$ cat config.mk
export PLATFORM = sky130hd
export DESIGN_NAME = keypad_scanner
export DESIGN_NICKNAME = d
export VERILOG_FILES = /design/src/rtl/keypad_pkg.sv /design/src/rtl/keypad_scanner_sync2.sv /design/src/rtl/keypad_scanner.sv
export SDC_FILE = /design/constraint.sdc
export NUM_CORES = 1
export LEC_CHECK = 0
export ABC_AREA = 0
export CAP_MARGIN = 20
export CORE_MARGIN = 2
export CORE_UTILIZATION = 40
export CTS_CLUSTER_SIZE = 16
export DETAILED_ROUTE_END_ITERATION = 16
export RECOVER_POWER = 50
export SYNTH_ARGS = -nofsm -noshare
export SYNTH_HDL_FRONTEND = slang
export SYNTH_SLANG_ARGS = --single-unit
export TNS_END_PERCENT = 10
$ cat constraint.sdc
create_clock -name hwclk -period 11.3 [get_ports hwclk]
set_clock_uncertainty 0.05 [all_clocks]
set_input_delay 1.695 -clock hwclk [delete_from_list [all_inputs] [get_ports hwclk]]
set_output_delay 1.695 -clock hwclk [all_outputs]
set_load 0.02 [all_outputs]
$ cat src/rtl/keypad_pkg.sv
// keypad_pkg: key codes, internal scan codes, keypad lookup and FSM state encoding
package keypad_pkg;
    localparam logic [7:0] KEY_STAR = 8'd14;
    localparam logic [7:0] KEY_HASH = 8'd15;
    localparam logic [7:0] NONE     = 8'hFE;
    localparam logic [7:0] INVALID  = 8'hFF;
    // One nibble per {row, col}; row0/col0 ('1') sits in the low nibble
    localparam logic [63:0] KEY_MAP = 64'hDF0E_C987_B654_A321;

    typedef enum logic {IDLE, PRESSED} state_t;

    function automatic logic [7:0] key_code(input logic [1:0] r, input logic [1:0] c);
        logic [63:0] map;
        map = KEY_MAP;
        return {4'd0, map[{r, c, 2'b00} +: 4]};
    endfunction
endpackage

$ cat src/rtl/keypad_scanner_sync2.sv
// sync2: parameterized-width two-flop synchronizer, resets to all ones (idle pulled-up lines)
module sync2 #(
    parameter int WIDTH = 4
) (
    input  logic             hwclk,
    input  logic             reset,
    input  logic [WIDTH-1:0] d,
    output logic [WIDTH-1:0] q
);
    logic [WIDTH-1:0] meta;

    always_ff @(posedge hwclk) begin
        if (reset) begin
            meta <= '1;
            q    <= '1;
        end else begin
            meta <= d;
            q    <= meta;
        end
    end
endmodule

$ cat src/rtl/keypad_scanner.sv
// keypad_scanner: 4x4 keypad column scan with full-scan debouncing and one-key-only acceptance
module keypad_scanner
    import keypad_pkg::*;
#(
    parameter int SCAN_DIV       = 12000,
    parameter int DEBOUNCE_SCANS = 20
) (
    input  logic       hwclk,
    input  logic       reset,
    input  logic [3:0] row,
    output logic [3:0] col,
    output logic [7:0] key,
    output logic       button_pressed
);
    logic [3:0]  row_s, hits;
    logic [2:0]  nhits;
    logic [1:0]  r_idx, col_idx;
    logic [15:0] dwell;
    logic [7:0]  acc, acc_next, cand, prev_cand, stab, stab_next, key_next;
    logic        dwell_end, scan_end, bp_next;
    state_t      state, state_next;

    sync2 #(.WIDTH(4)) u_sync (.hwclk(hwclk), .reset(reset), .d(row), .q(row_s));

    assign col       = ~(4'b0001 << col_idx);
    assign dwell_end = dwell == 16'(SCAN_DIV - 1);
    assign scan_end  = dwell_end && col_idx == 2'd3;

    always_comb begin
        hits      = ~row_s;
        nhits     = 3'($countones(hits));
        r_idx     = hits[0] ? 2'd0 : hits[1] ? 2'd1 : hits[2] ? 2'd2 : 2'd3;
        acc_next  = acc;
        // Any second closed key anywhere in the scan poisons the whole scan
        if (dwell_end && (nhits > 3'd1 || (nhits == 3'd1 && acc != NONE)))
            acc_next = INVALID;
        else if (dwell_end && nhits == 3'd1)
            acc_next = key_code(r_idx, col_idx);
        cand       = (acc_next == INVALID) ? NONE : acc_next;
        stab_next  = (cand != prev_cand) ? 8'd1 :
                     (stab >= 8'(DEBOUNCE_SCANS)) ? stab : stab + 8'd1;
        state_next = state;
        key_next   = key;
        bp_next    = button_pressed;
        if (scan_end && stab_next == 8'(DEBOUNCE_SCANS)) begin
            if (state == IDLE && cand != NONE) begin
                state_next = PRESSED;
                key_next   = cand;
                bp_next    = 1'b1;
            end else if (state == PRESSED && cand == NONE) begin
                state_next = IDLE;
                bp_next    = 1'b0;
            end
        end
    end

    always_ff @(posedge hwclk) begin
        if (reset) begin
            dwell          <= '0;
            col_idx        <= '0;
            acc            <= NONE;
            prev_cand      <= NONE;
            stab           <= '0;
            state          <= IDLE;
            key            <= '0;
            button_pressed <= 1'b0;
        end else begin
            dwell          <= dwell_end ? '0 : dwell + 16'd1;
            col_idx        <= dwell_end ? col_idx + 2'd1 : col_idx;
            acc            <= scan_end ? NONE : acc_next;
            prev_cand      <= scan_end ? cand : prev_cand;
            stab           <= scan_end ? stab_next : stab;
            state          <= state_next;
            key            <= key_next;
            button_pressed <= bp_next;
        end
    end
endmodule
* Yosys cells after proc, flatten, opt, wreduce, memory -nomap -nowiden
Cells that the tools add are included.
** Word-level totals
- Output and inout port bits :: 13
- Flip-flop bits (word level) :: 59
- Word-level logic and storage cells :: 54
** Cells by class
- Add/subtract/negate cells :: 6
- Bitwise logic cells :: 3
- Shift-type cells :: 2
- Order comparisons :: 2
- Reductions and logical operators :: 13
- Muxes and demuxes :: 10
- Equality and inequality tests :: 9
** Operators with widths (number)
- 64-bit by 7-bit indexed part select with 4-bit output (first input constant) :: 1
- 8-bit two-way mux :: 5
- 16-bit by 1-bit adder with 16-bit output (second input constant) :: 1
- 16-bit by 14-bit equality test with 1-bit output (second input constant) :: 1
- 8-bit equality test (second input constant) :: 2
- 8-bit inequality test (second input constant) :: 2
- 8-bit by 1-bit adder with 8-bit output (second input constant) :: 1
- 8-bit by 5-bit equality test with 1-bit output (second input constant) :: 1
- 8-bit by 5-bit greater-or-equal comparator with 1-bit output (second input constant) :: 1
- 8-bit inequality test :: 1
- 4-bit NOT :: 2
- 1-bit logical AND :: 7
- 1-bit by 1-bit adder with 2-bit output :: 2
- 2-bit two-way mux :: 2
- 2-bit AND reduction :: 2
- 2-bit OR reduction :: 2
- 1-bit by 2-bit << shifter with 4-bit output (first input constant) :: 1
- 2-bit by 2-bit adder with 3-bit output :: 1
- 3-bit by 1-bit equality test with 1-bit output (second input constant) :: 1
- 3-bit by 1-bit > comparator with 1-bit output (second input constant) :: 1
- 1-bit two-way mux :: 3
- 2-bit by 1-bit adder with 2-bit output (second input constant) :: 1
- 2-bit equality test (second input constant) :: 1
- 2-bit nonzero test :: 1
- 2 further kinds :: 2

* Logic depth before layout (Yosys ltp)
Gate-level depths: netlist of run 1.
- Depth in word-level cells :: 15
- Depth in mapped cells :: 18

* By module
Synthesis of run 1 repeated with hierarchy kept, for this count alone.
** Second synthesis, totals
- Cells, all modules :: 370
- Area total of the unflattened synthesis :: 3146.8 µm²
** By module, submodules not included
- keypad_scanner :: area an instance 2936.6 µm², instances 1, sequential area each 1021.0 µm², cells each 354
- sync2 :: area an instance 210.2 µm², instances 1, sequential area each 160.2 µm², cells each 16

* Worst setup path before layout of run 1
Ideal clock, no wire load.
- Kind :: reg-to-reg
- Start :: register u_sync.q[0]
- End :: register key[2]
- Buffers on the path :: 2
- Path slack :: 6.941 ns
- Cell stages (with the launch flop) :: 19
- Data required time :: 11.180 ns
- Data arrival time :: 4.238 ns
- Path through :: dfxtp_1 fa_1 inv_1 ha_1 inv_1 ha_1 or3b_1 clkbuf_1 or4_1 a2111oi_2 a211oi_1 nand2_1 ha_1 nand2_1 nor2_1 or4b_1 clkbuf_2 or3_1 a21oi_1
** On the way
- Word-level cells in the longest chain between the ends :: 15
** RTL lines
- from (decl) :: line keypad_scanner_sync2.sv:8 : output logic [WIDTH-1:0] q
- from (signal assigned) :: line keypad_scanner_sync2.sv:18 : q <= meta;
- 4-bit NOT (*) :: line keypad_scanner.sv:30 : hits = ~row_s;
- branches (longest 6 deep; another with 64-bit by 7-bit indexed part select with 4-bit output)
- 8-bit two-way mux (*) :: line keypad_scanner.sv:35 : if (dwell_end && (nhits > 3'd1 || (nhits == 3'd1 && acc != NONE)))
- 8-bit equality test :: line keypad_scanner.sv:39 : cand = (acc_next == INVALID) ? NONE : acc_next;
- 8-bit two-way mux (*) :: line keypad_scanner.sv:39
- 8-bit inequality test :: line keypad_scanner.sv:40 : stab_next = (cand != prev_cand) ? 8'd1 :
- 8-bit two-way mux :: line keypad_scanner.sv:40
- 8-bit by 5-bit equality test with 1-bit output :: line keypad_scanner.sv:45 : if (scan_end && stab_next == 8'(DEBOUNCE_SCANS)) begin
- 1-bit logical AND :: line keypad_scanner.sv:45
- 2-bit AND reduction (no source line)
- to (signal assigned) :: line keypad_scanner.sv:74 : key <= key_next;
- to (decl) :: line keypad_scanner.sv:12 : output logic [7:0] key,
Mark *: on every way between the ends.
A chain may end at the register's enable or synchronous reset.

* Worst setup path in the final report of run 1
- Start :: register u_sync.q[0]
- End :: register key[3]
The elaborated chain is that of the path after synthesis.

==> results.py, run 1 <==
metrics = {
    "status": {
        "status": "complete, no violations",
    },
    "yosys": {
        "post_synthesis_cell_area_um2": 3000,
        "synth-seq-cells": 59,
        "synth_seq_area_share_pct": 39.4,
        "synth_enable_flop_cells": 0,
        "dominantRegCellSynth": "dfxtp_1",
        "synth.yosys.warnings": 0,
        "synth_async_sr_flop_share_pct": 0,
        "postSynthCellCount": 355,
        "syn_nets": 377,
        "avgSynthCellArea_um2": 8.44,
        "yosys.cell_types.count": 54,
    },
    "sta": {
        "max_slew_violation_total_from_the_final_report": 0,
        "max_freq_mhz": 207,
        "pnr_worst_setup_slack_ns": 6.47,
        "grt_setup_unrepaired": "false",
        "timing.slew.headroom_pct": 1.19,
        "fin_setup_tns_ns": 0,
        "final.min_clock_period_ns": 4.83,
        "post_route_clock_period_utilization_pct": 42.8,
        "hold_viol": 0,
        "worst_pin_slew_ns": 1.48,
        "finalSetupViolCount": 0,
    },
    "placement": {
        "pre_cts_slack_ns": 6.52,
        "io_buffer_count": 18,
        "placed_cell_count": 459,
        "routabilityCongestion": 0.827,
        "detailed_place_hpwl_um": 4490,
        "placed_area_um2": 3250,
    },
    "global_route": {
        "global_route_wire_length_before_repair_um": 11200,
        "grt-ovfl-total": 0,
        "grt_start_max_net_pins": 35,
        "grt_antenna_before_repair": 0,
        "global_route_total_usage_across_every_layer_pct": 17.0,
        "first_global_vias": 2346,
    },
    "drt": {
        "drt-initial-drc-count": 176,
        "drcViolationCount": 0,
        "drtAntennaViolNets": 0,
        "wl_um": 6530,
        "routedWlPerCell_um": 13.8,
        "drt_pass_1_iters": 5,
        "vias_per_cell": 5.31,
        "via_count": 2519,
    },
    "clocking": {
        "clkTransAtPathRegs_ns": 0.07,
        "cts_buffer_depth": 2,
        "cts_tree": "yes",
        "ctsResizeCount": 0,
        "clkLatencyLatePin_ns": 0.34,
        "numCtsBuffers": 9,
        "htreeDepth": 3,
        "cts_hold_buf": 0,
        "post_cts.repair.setup_buffers": 0,
        "cts_num_sinks": 59,
        "ctsRootBufferMaster": "clkbuf_8",
    },
    "final_layout": {
        "fraction_of_final_layout_cells_with_drive_strength_greater_than_1_pct": 9.87,
        "final_cell_mix": "dfxtp_1 (59), nand2_1 (39), inv_1 (26), nor2_1 (24), nand3_1 (20)",
        "areaGrowthSynthToFinish_pct": 14.3,
        "num-fill-cells": 706,
        "finalNonFillerCells": 474,
        "commonest_non_fill_non_tap_cell_in_the_layout": "dfxtp_1",
        "nNetsFinal": 393,
        "finish.instance_area_um2": 3430,
        "n_antenna_cell": 0,
        "postLayoutCoreUtil_pct": 47.2,
    },
    "setup_path": {
        "timing.critical_path.to_type": "flip-flop",
        "type_of_the_worst_setup_path": "flip-flop to flip-flop",
        "critPathLaunchType": "flip-flop",
        "register_to_register_setup_slack_ns": 6.47,
        "arrival_ns": 5.03,
        "cp.required_ns": 11.50,
        "worst_path_maximum_fanout": 12,
    },
    "floorplanning": {
        "design.die.area_um2": 8200,
        "io_pins": 19,
        "floorplan.core_area_um2": 7250,
        "fp.dieW_um": 90.6,
        "starting_density_of_the_core_pct": 41.3,
        "dieHeight_um": 90.6,
        "num_rows": 31,
    },
    "power_and_ir_drop": {
        "power_density_nw_per_um2": 119,
        "power.leakage_nw": 1.40,
        "ir_drop_mv": 0.0546,
    },
    "min_path": {
        "hold_path_class": "flip-flop to flip-flop",
    },
    "run": {
        "max-cap-violations": 0,
    },
}
## final timing paths
path                        from          end  depth (start not counted)
hold reg to reg   u_sync.meta[3]  u_sync.q[3]                          1
setup reg to reg     u_sync.q[0]       key[3]                         16
hold / removal    u_sync.meta[3]  u_sync.q[3]                          1
setup / recovery     u_sync.q[0]       key[3]                         16
## per-layer routing
metal / vias to the layer above / track usage, % / part of all wire (%)
li1: 1278 / - / -
met1: 1158 / 23.7 / 50
met2: 73 / 24.9 / 42
met3: 10 / 3.34 / 5.2
met4: 0 / 8.59 / 2.2
met5: - / 0 / 0
## flip-flops by register name, summed over array words and instances, names as in the netlist
signal / cells
dwell: 16
col_idx: 2
state: 1
key: 8
u_sync.q: 4
u_sync.meta: 4
acc: 8
stab: 8
prev_cand: 8
## synthesized netlist by cell type (2+ instances only)
cell type	number	share of area, %
o211ai_1	3	0.75
and3_1	9	1.9
o221a_2	2	0.75
a211oi_1	10	2.5
dfxtp_1	59	39
nand2_1	39	4.9
inv_1	26	3.3
xor2_1	10	2.9
or3_1	3	0.63
nor2_1	24	3.0
nor3_1	9	1.5
or4_1	2	0.50
nand2b_1	3	0.63
nand3_1	20	3.3
clkbuf_1	11	1.4
nor2b_1	3	0.63
a31oi_1	5	1.0
o21ai_0	17	2.8
o31ai_1	2	0.50
xnor2_1	9	2.6
nand4_1	11	2.3
a211o_1	2	0.58
or2_2	11	2.3
ha_1	15	6.3
and2_1	3	0.63
a21oi_1	19	3.2
## where the power goes
part / switching (W) / total, W / leakage (nW) / internal (W)
Combinational: 0.0000106 / 0.0000178 / 0.824 / 0.00000713
Clock: 0.0000808 / 0.000176 / 0.0953 / 0.0000957
Sequential: 0.00000164 / 0.000212 / 0.478 / 0.000210
Total: 0.0000931 / 0.000406 / 1.40 / 0.000313
## through the flow
| step | power, W | hold slack (ns) |
|---|---|---|
| CTS | 0.000411 | 0.354 |
| detailed placement | 0.000234 | 0.342 |
| floorplan | 0.000229 | 0.339 |
| global placement | 0.000234 | 0.350 |
| global route | 0.000424 | 0.380 |
| finish | 0.000406 | 0.352 |
## logic make-up (layout without fill, tap and decap cells)
| family | Yosys count | count (layout) | share of synthesized area [%] |
|---|---|---|---|
| flops | 59 | 59 | 39.4 |
| fa+ha+maj | 16 | 16 | 6.93 |
| buf+inv | 41 | 61 | 5.47 |
| xor+xnor | 19 | 19 | 5.55 |
| compound gates | 74 | 74 | 17.4 |
| simple gates | 146 | 146 | 25.3 |
## critical path, cell delays in order, from the launching register on
cell and delay, ns:
dfxtp_1 0.48, fa_1 0.44, inv_1 0.07, ha_1 0.16
inv_1 0.06, ha_1 0.28, or3b_1 0.49, or4_1 0.52
nand3_1 0.33, o21ai_0 0.29, nand2_1 0.13, ha_1 0.16
nand2_1 0.05, nor2_1 0.11, or4b_1 0.60, or3_1 0.37
a21oi_1 0.14
## cell type report
class	count	area, um^2	share of cell area, %
Clock inverter	2	10.0	0.292
Multi-Input combinational cell	255	1650	48.2
Inverter	26	97.6	2.85
Sequential cell	59	1180	34.5
Clock buffer	13	169	4.93
Timing Repair Buffer	20	191	5.59
Tap cell	99	124	3.62
Power figures use the tool's default switching activity.
==> run 2: changes to the inputs <==
- clock period: 11.3 -> 4 ns (I/O delays scaled with it)
==> results.py, run 2 (synthesis results as in run 1) <==
metrics = {
    "status": {
        "status": "complete, but fails checks",
        "violations": "negative setup slack",
    },
    "min_path": {
        "hold_path_class": "flip-flop to flip-flop",
    },
    "final_layout": {
        "ff_latch_area_um2": 1190,
        "num-fill-cells": 715,
        "areaGrowthSynthToFinish_pct": 25.4,
        "finalNonFillerCells": 499,
        "fraction_of_final_layout_cells_with_drive_strength_greater_than_1_pct": 20.8,
        "multi_input_area_um2": 1750,
        "nNetsFinal": 417,
        "finish.instance_area_um2": 3760,
        "final_cell_mix": "dfxtp_1 (57), nand2_1 (38), inv_1 (25), buf_4 (25), nor2_1 (24)",
        "largest_reg_flops": 16,
        "postLayoutCoreUtil_pct": 51.8,
        "commonest_non_fill_non_tap_cell_in_the_layout": "dfxtp_1",
        "register_name_with_the_most_flops": "dwell",
        "n_antenna_cell": 0,
    },
    "floorplanning": {
        "starting_density_of_the_core_pct": 41.3,
        "num_rows": 31,
        "dieHeight_um": 90.6,
        "floorplan.core_area_um2": 7250,
        "design.die.area_um2": 8200,
        "fp.dieW_um": 90.6,
        "io_pins": 19,
    },
    "setup_path": {
        "arrival_ns": 4.31,
        "timing.critical_path.cells": "fa_1, inv_1, ha_2, inv_2, ha_4, or3b_4, or4_4, buf_4, or2_4, o32ai_4, a211oi_2, or4b_4, or3_4, a21oi_2",
        "type_of_the_worst_setup_path": "flip-flop to flip-flop",
        "critPathLaunchType": "flip-flop",
        "max_stage_delay_ns": 0.54,
        "worst_path_maximum_fanout": 7,
        "timing.critical_path.to_type": "flip-flop",
        "crit_slowest_cell": "or4b_4",
        "cp_num_buf_inv": 3,
        "cp.required_ns": 4.23,
        "kind_of_cell_adding_the_most_delay_to_the_critical_path": "simple AND/OR/NAND/NOR gates",
    },
    "sta": {
        "max_freq_mhz": 245,
        "finalSetupViolCount": 8,
        "post_route_clock_period_utilization_pct": 102,
        "pnr_worst_setup_slack_ns": -0.0867,
        "hold_viol": 0,
        "max_slew_violation_total_from_the_final_report": 0,
        "final.min_clock_period_ns": 4.09,
        "grt_setup_unrepaired": "true",
        "timing.slew.headroom_pct": 65.6,
        "worst_pin_slew_ns": 0.511,
    },
    "power_and_ir_drop": {
        "power_density_nw_per_um2": 339,
        "seq_power_share_pct": 46.8,
        "p_sw_share_pct": 23.4,
        "power.leakage_nw": 1.51,
        "power.total_w": 0.00128,
        "ir_drop_mv": 0.207,
        "internal_cell_power_w": 0.000977,
        "gate_power_share_pct": 5.0,
        "power.share.clock_pct": 48.2,
        "power.switching_w": 0.000298,
    },
    "clocking": {
        "clkTransAtPathRegs_ns": 0.07,
        "cts_tree": "yes",
        "cts_num_sinks": 59,
        "cts_buffer_depth": 2,
        "clkLatencyLatePin_ns": 0.35,
        "numCtsBuffers": 9,
        "htreeDepth": 3,
        "ctsRootBufferMaster": "clkbuf_8",
    },
    "placement": {
        "detailed_place_hpwl_um": 4680,
        "placed_area_um2": 3460,
        "routabilityCongestion": 0.796,
        "placed_cell_count": 481,
        "io_buffer_count": 18,
    },
    "global_route": {
        "first_global_vias": 2541,
        "grt-ovfl-total": 0,
        "grt_start_max_net_pins": 35,
        "global_route_wire_length_before_repair_um": 11600,
        "grt_antenna_before_repair": 0,
        "global_route_total_usage_across_every_layer_pct": 17.3,
    },
    "drt": {
        "drtAntennaViolNets": 0,
        "drt_pass_1_iters": 4,
        "vias_per_cell": 5.19,
        "routedWlPerCell_um": 13.7,
        "via_count": 2592,
        "drt-initial-drc-count": 100,
        "wl_um": 6810,
        "drcViolationCount": 0,
    },
    "run": {
        "max-cap-violations": 0,
    },
}
## run 2: routing by layer
layer | vias up | wire, um | global-route usage [%]
li1 | 1327 | - | -
met1 | 1211 | 3430 | 22.8
met2 | 42 | 3040 | 27.1
met3 | 12 | 222 | 3.76
met4 | 0 | 124 | 7.44
met5 | - | 0 | 0
## run 2: final timing paths
path | from | slack, ns | endpoint | cells after the start
min | u_sync.meta[3] | 0.36 | u_sync.q[3] | 1
max | u_sync.q[3] | -0.09 | key[1] | 14
min reg2reg | u_sync.meta[3] | 0.36 | u_sync.q[3] | 1
max reg2reg | u_sync.q[3] | -0.09 | key[1] | 14
## run 2: through the flow
step	setup WS (ns)	TNS, ns	hold WS (ns)
6_report	-0.0867	-0.275	0.363
5_1_grt	-0.216	-2.12	0.385
4_1_cts	-0.171	-1.11	0.368
3_5_place_dp	-0.162	-1.11	0.347
3_3_place_gp	-0.0396	-0.279	0.344
2_1_floorplan	-0.141	-0.302	0.339
## run 2: repair_timing
action	in CTS	in global routing
buffers inserted	2	0
gates resized for setup	5	14
setup endpoints to repair	14	17
pin swaps	3	4
hold buffers	0	0
## run 2: cell type report
type	instances	share of cell area, %
clock inverters	7	2.63
inverters	26	2.60
flip-flops and latches	59	31.5
multi-input cells	255	46.6
well taps	99	3.29
clock buffers	9	3.29
repair buffers	44	10.1
## run 2: power by group through the flow
stage	Sequential (W)	Clock [W]	Combinational [W]
after floorplan	0.000610	0	0.0000409
after global placement	0.000610	0	0.0000587
after detailed placement	0.000610	0	0.0000592
after CTS	0.000597	0.000627	0.0000637
after global routing	0.000597	0.000656	0.0000731
final	0.000597	0.000614	0.0000644
==> run 3: changes to the inputs <==
- REMOVE_ABC_BUFFERS: unset -> 1
==> results.py, run 3 (synthesis results as in run 1) <==
metrics = {
    "setup_path": {
        "crit_slowest_cell": "fa_1",
        "worst_r2r_startpoint": "u_sync.q[0]",
        "type_of_the_worst_setup_path": "flip-flop to flip-flop",
        "cp.required_ns": 4.22,
        "cp_num_buf_inv": 2,
        "register_to_register_setup_slack_ns": -0.13,
        "arrival_ns": 4.34,
        "max_stage_delay_ns": 0.54,
        "ff2ff_path_depth": 16,
        "worstReg2RegEnd": "key[2]",
        "critPathLaunchType": "flip-flop",
        "timing.critical_path.cells": "fa_1, inv_2, ha_4, inv_2, ha_4, or3b_4, or4_4, a2111oi_4, a211oi_2, nand2_1, ha_1, nand2_1, nor2_2, or4b_4, or3_1, a21oi_1",
        "kind_of_cell_adding_the_most_delay_to_the_critical_path": "simple AND/OR/NAND/NOR gates",
        "worst_path_maximum_fanout": 5,
        "timing.critical_path.to_type": "flip-flop",
    },
    "power_and_ir_drop": {
        "gate_power_share_pct": 5.8,
        "power.total_w": 0.00115,
        "power.leakage_nw": 1.54,
        "internal_cell_power_w": 0.000882,
        "p_sw_share_pct": 23.3,
        "ir_drop_mv": 0.208,
        "power.switching_w": 0.000267,
        "seq_power_share_pct": 52.0,
        "power_density_nw_per_um2": 306,
        "power.share.clock_pct": 42.2,
    },
    "sta": {
        "max_freq_mhz": 242,
        "timing.slew.headroom_pct": 62.8,
        "finalSetupViolCount": 9,
        "fin_setup_tns_ns": -0.827,
        "final.min_clock_period_ns": 4.13,
        "hold_viol": 0,
        "pnr_worst_setup_slack_ns": -0.126,
        "grt_setup_unrepaired": "true",
        "max_slew_violation_total_from_the_final_report": 0,
        "post_route_clock_period_utilization_pct": 103,
        "worst_pin_slew_ns": 0.554,
    },
    "floorplanning": {
        "io_pins": 19,
        "design.die.area_um2": 8200,
        "num_rows": 31,
        "fp.dieW_um": 90.6,
        "starting_density_of_the_core_pct": 41.3,
        "floorplan.core_area_um2": 7250,
        "dieHeight_um": 90.6,
    },
    "placement": {
        "detailed_place_hpwl_um": 4620,
        "routabilityCongestion": 0.823,
        "io_buffer_count": 18,
    },
    "drt": {
        "drtAntennaViolNets": 0,
        "drt-initial-drc-count": 172,
        "wl_um": 6610,
        "drt_pass_1_iters": 5,
        "vias_per_cell": 5.21,
        "routedWlPerCell_um": 13.1,
        "via_count": 2625,
        "drcViolationCount": 0,
    },
    "final_layout": {
        "largest_reg_flops": 16,
        "commonest_non_fill_non_tap_cell_in_the_layout": "dfxtp_1",
        "nNetsFinal": 422,
        "areaGrowthSynthToFinish_pct": 25.2,
        "register_name_with_the_most_flops": "dwell",
        "final_cell_mix": "dfxtp_1 (58), nand2_1 (38), buf_4 (30), inv_1 (24), nor2_1 (23)",
        "fraction_of_final_layout_cells_with_drive_strength_greater_than_1_pct": 20.7,
        "n_antenna_cell": 0,
        "num-fill-cells": 718,
    },
    "global_route": {
        "first_global_vias": 2481,
        "global_route_wire_length_before_repair_um": 11400,
        "global_route_total_usage_across_every_layer_pct": 16.8,
        "grt_antenna_before_repair": 0,
        "grt_start_max_net_pins": 35,
        "grt-ovfl-total": 0,
    },
    "min_path": {
        "hold_path_class": "flip-flop to flip-flop",
        "hold_path.startpoint": "u_sync.meta[3]",
        "hold_end": "u_sync.q[3]",
        "timing.hold.worst_path_depth": 1,
    },
    "clocking": {
        "cts_tree": "yes",
        "numCtsBuffers": 9,
        "htreeDepth": 3,
        "cts_num_sinks": 59,
        "ctsRootBufferMaster": "clkbuf_8",
        "clkLatencyLatePin_ns": 0.34,
        "cts_buffer_depth": 2,
        "clkTransAtPathRegs_ns": 0.06,
    },
    "status": {
        "violations": "negative setup slack",
        "status": "complete, but fails checks",
    },
    "run": {
        "max-cap-violations": 0,
    },
}
## run 3: worst reg2reg max path, stage by stage (launching register included)
cell and delay [ns]:
dfxtp_2 0.33, fa_1 0.54, inv_2 0.05, ha_4 0.16, inv_2 0.07, ha_4 0.19, or3b_4 0.37, or4_4 0.45
a2111oi_4 0.35, a211oi_2 0.10, nand2_1 0.09, ha_1 0.16, nand2_1 0.07, nor2_2 0.12, or4b_4 0.51, or3_1 0.34
a21oi_1 0.12
## run 3: cell type report
class | instances | area, um^2 | area share [%]
Multi-Input combinational cell | 255 | 1750 | 46.7
Sequential cell | 59 | 1180 | 31.5
Clock buffer | 12 | 155 | 4.13
Inverter | 26 | 97.6 | 2.60
Timing Repair Buffer | 49 | 417 | 11.1
Tap cell | 99 | 124 | 3.30
Clock inverter | 4 | 25.0 | 0.667
## run 3: how the worst max path moves through the flow
| stage | start | end | slack, ns | cells past startpoint |
|---|---|---|---|---|
| after global routing | u_sync.q[0] | key[1] | -0.30 | 16 |
| after detailed placement | u_sync.q[0] | key[2] | -0.34 | 16 |
| after global placement | u_sync.q[0] | key[2] | -0.22 | 16 |
| after CTS | u_sync.q[0] | key[2] | -0.10 | 14 |
| final | u_sync.q[0] | key[2] | -0.13 | 16 |
| after floorplan | u_sync.q[0] | key[1] | -0.32 | 16 |
## run 3: power by group through the flow
stage	combinational [W]	clock, W	sequential [W]
final	0.0000668	0.000485	0.000598
after global routing	0.0000750	0.000526	0.000598
after CTS	0.0000664	0.000499	0.000598
after detailed placement	0.0000572	0	0.000611
after global placement	0.0000574	0	0.000611
after floorplan	0.0000315	0	0.000610
## run 3: through the flow
step | utilization [%] | cells | hold slack, ns | setup slack (ns) | instance area, um^2
floorplan | - | 340 | 0.339 | -0.320 | 2930
global placement | 47.5 | 485 | 0.345 | -0.218 | 3450
detailed placement | 47.5 | 485 | 0.343 | -0.341 | 3450
CTS | 51.2 | 503 | 0.359 | -0.101 | 3710
global route | 51.7 | 504 | 0.379 | -0.302 | 3750
finish | 51.7 | 504 | 0.358 | -0.126 | 3750
## run 3: per-layer routing
metal	GRT usage [%]	routed length, um	part of all wire, %
met5	0	0	0
met2	26.0	2910	44
met3	3.59	180	2.7
met4	5.77	99	1.5
met1	23.3	3420	52
## run 3: repair_timing
| action | in CTS | in global routing |
|---|---|---|
| pin swaps | 9 | 4 |
| setup buffers | 2 | 1 |
| setup endpoints to repair | 17 | 17 |
| resized for setup | 19 | 12 |
| hold buffers | 0 | 0 |
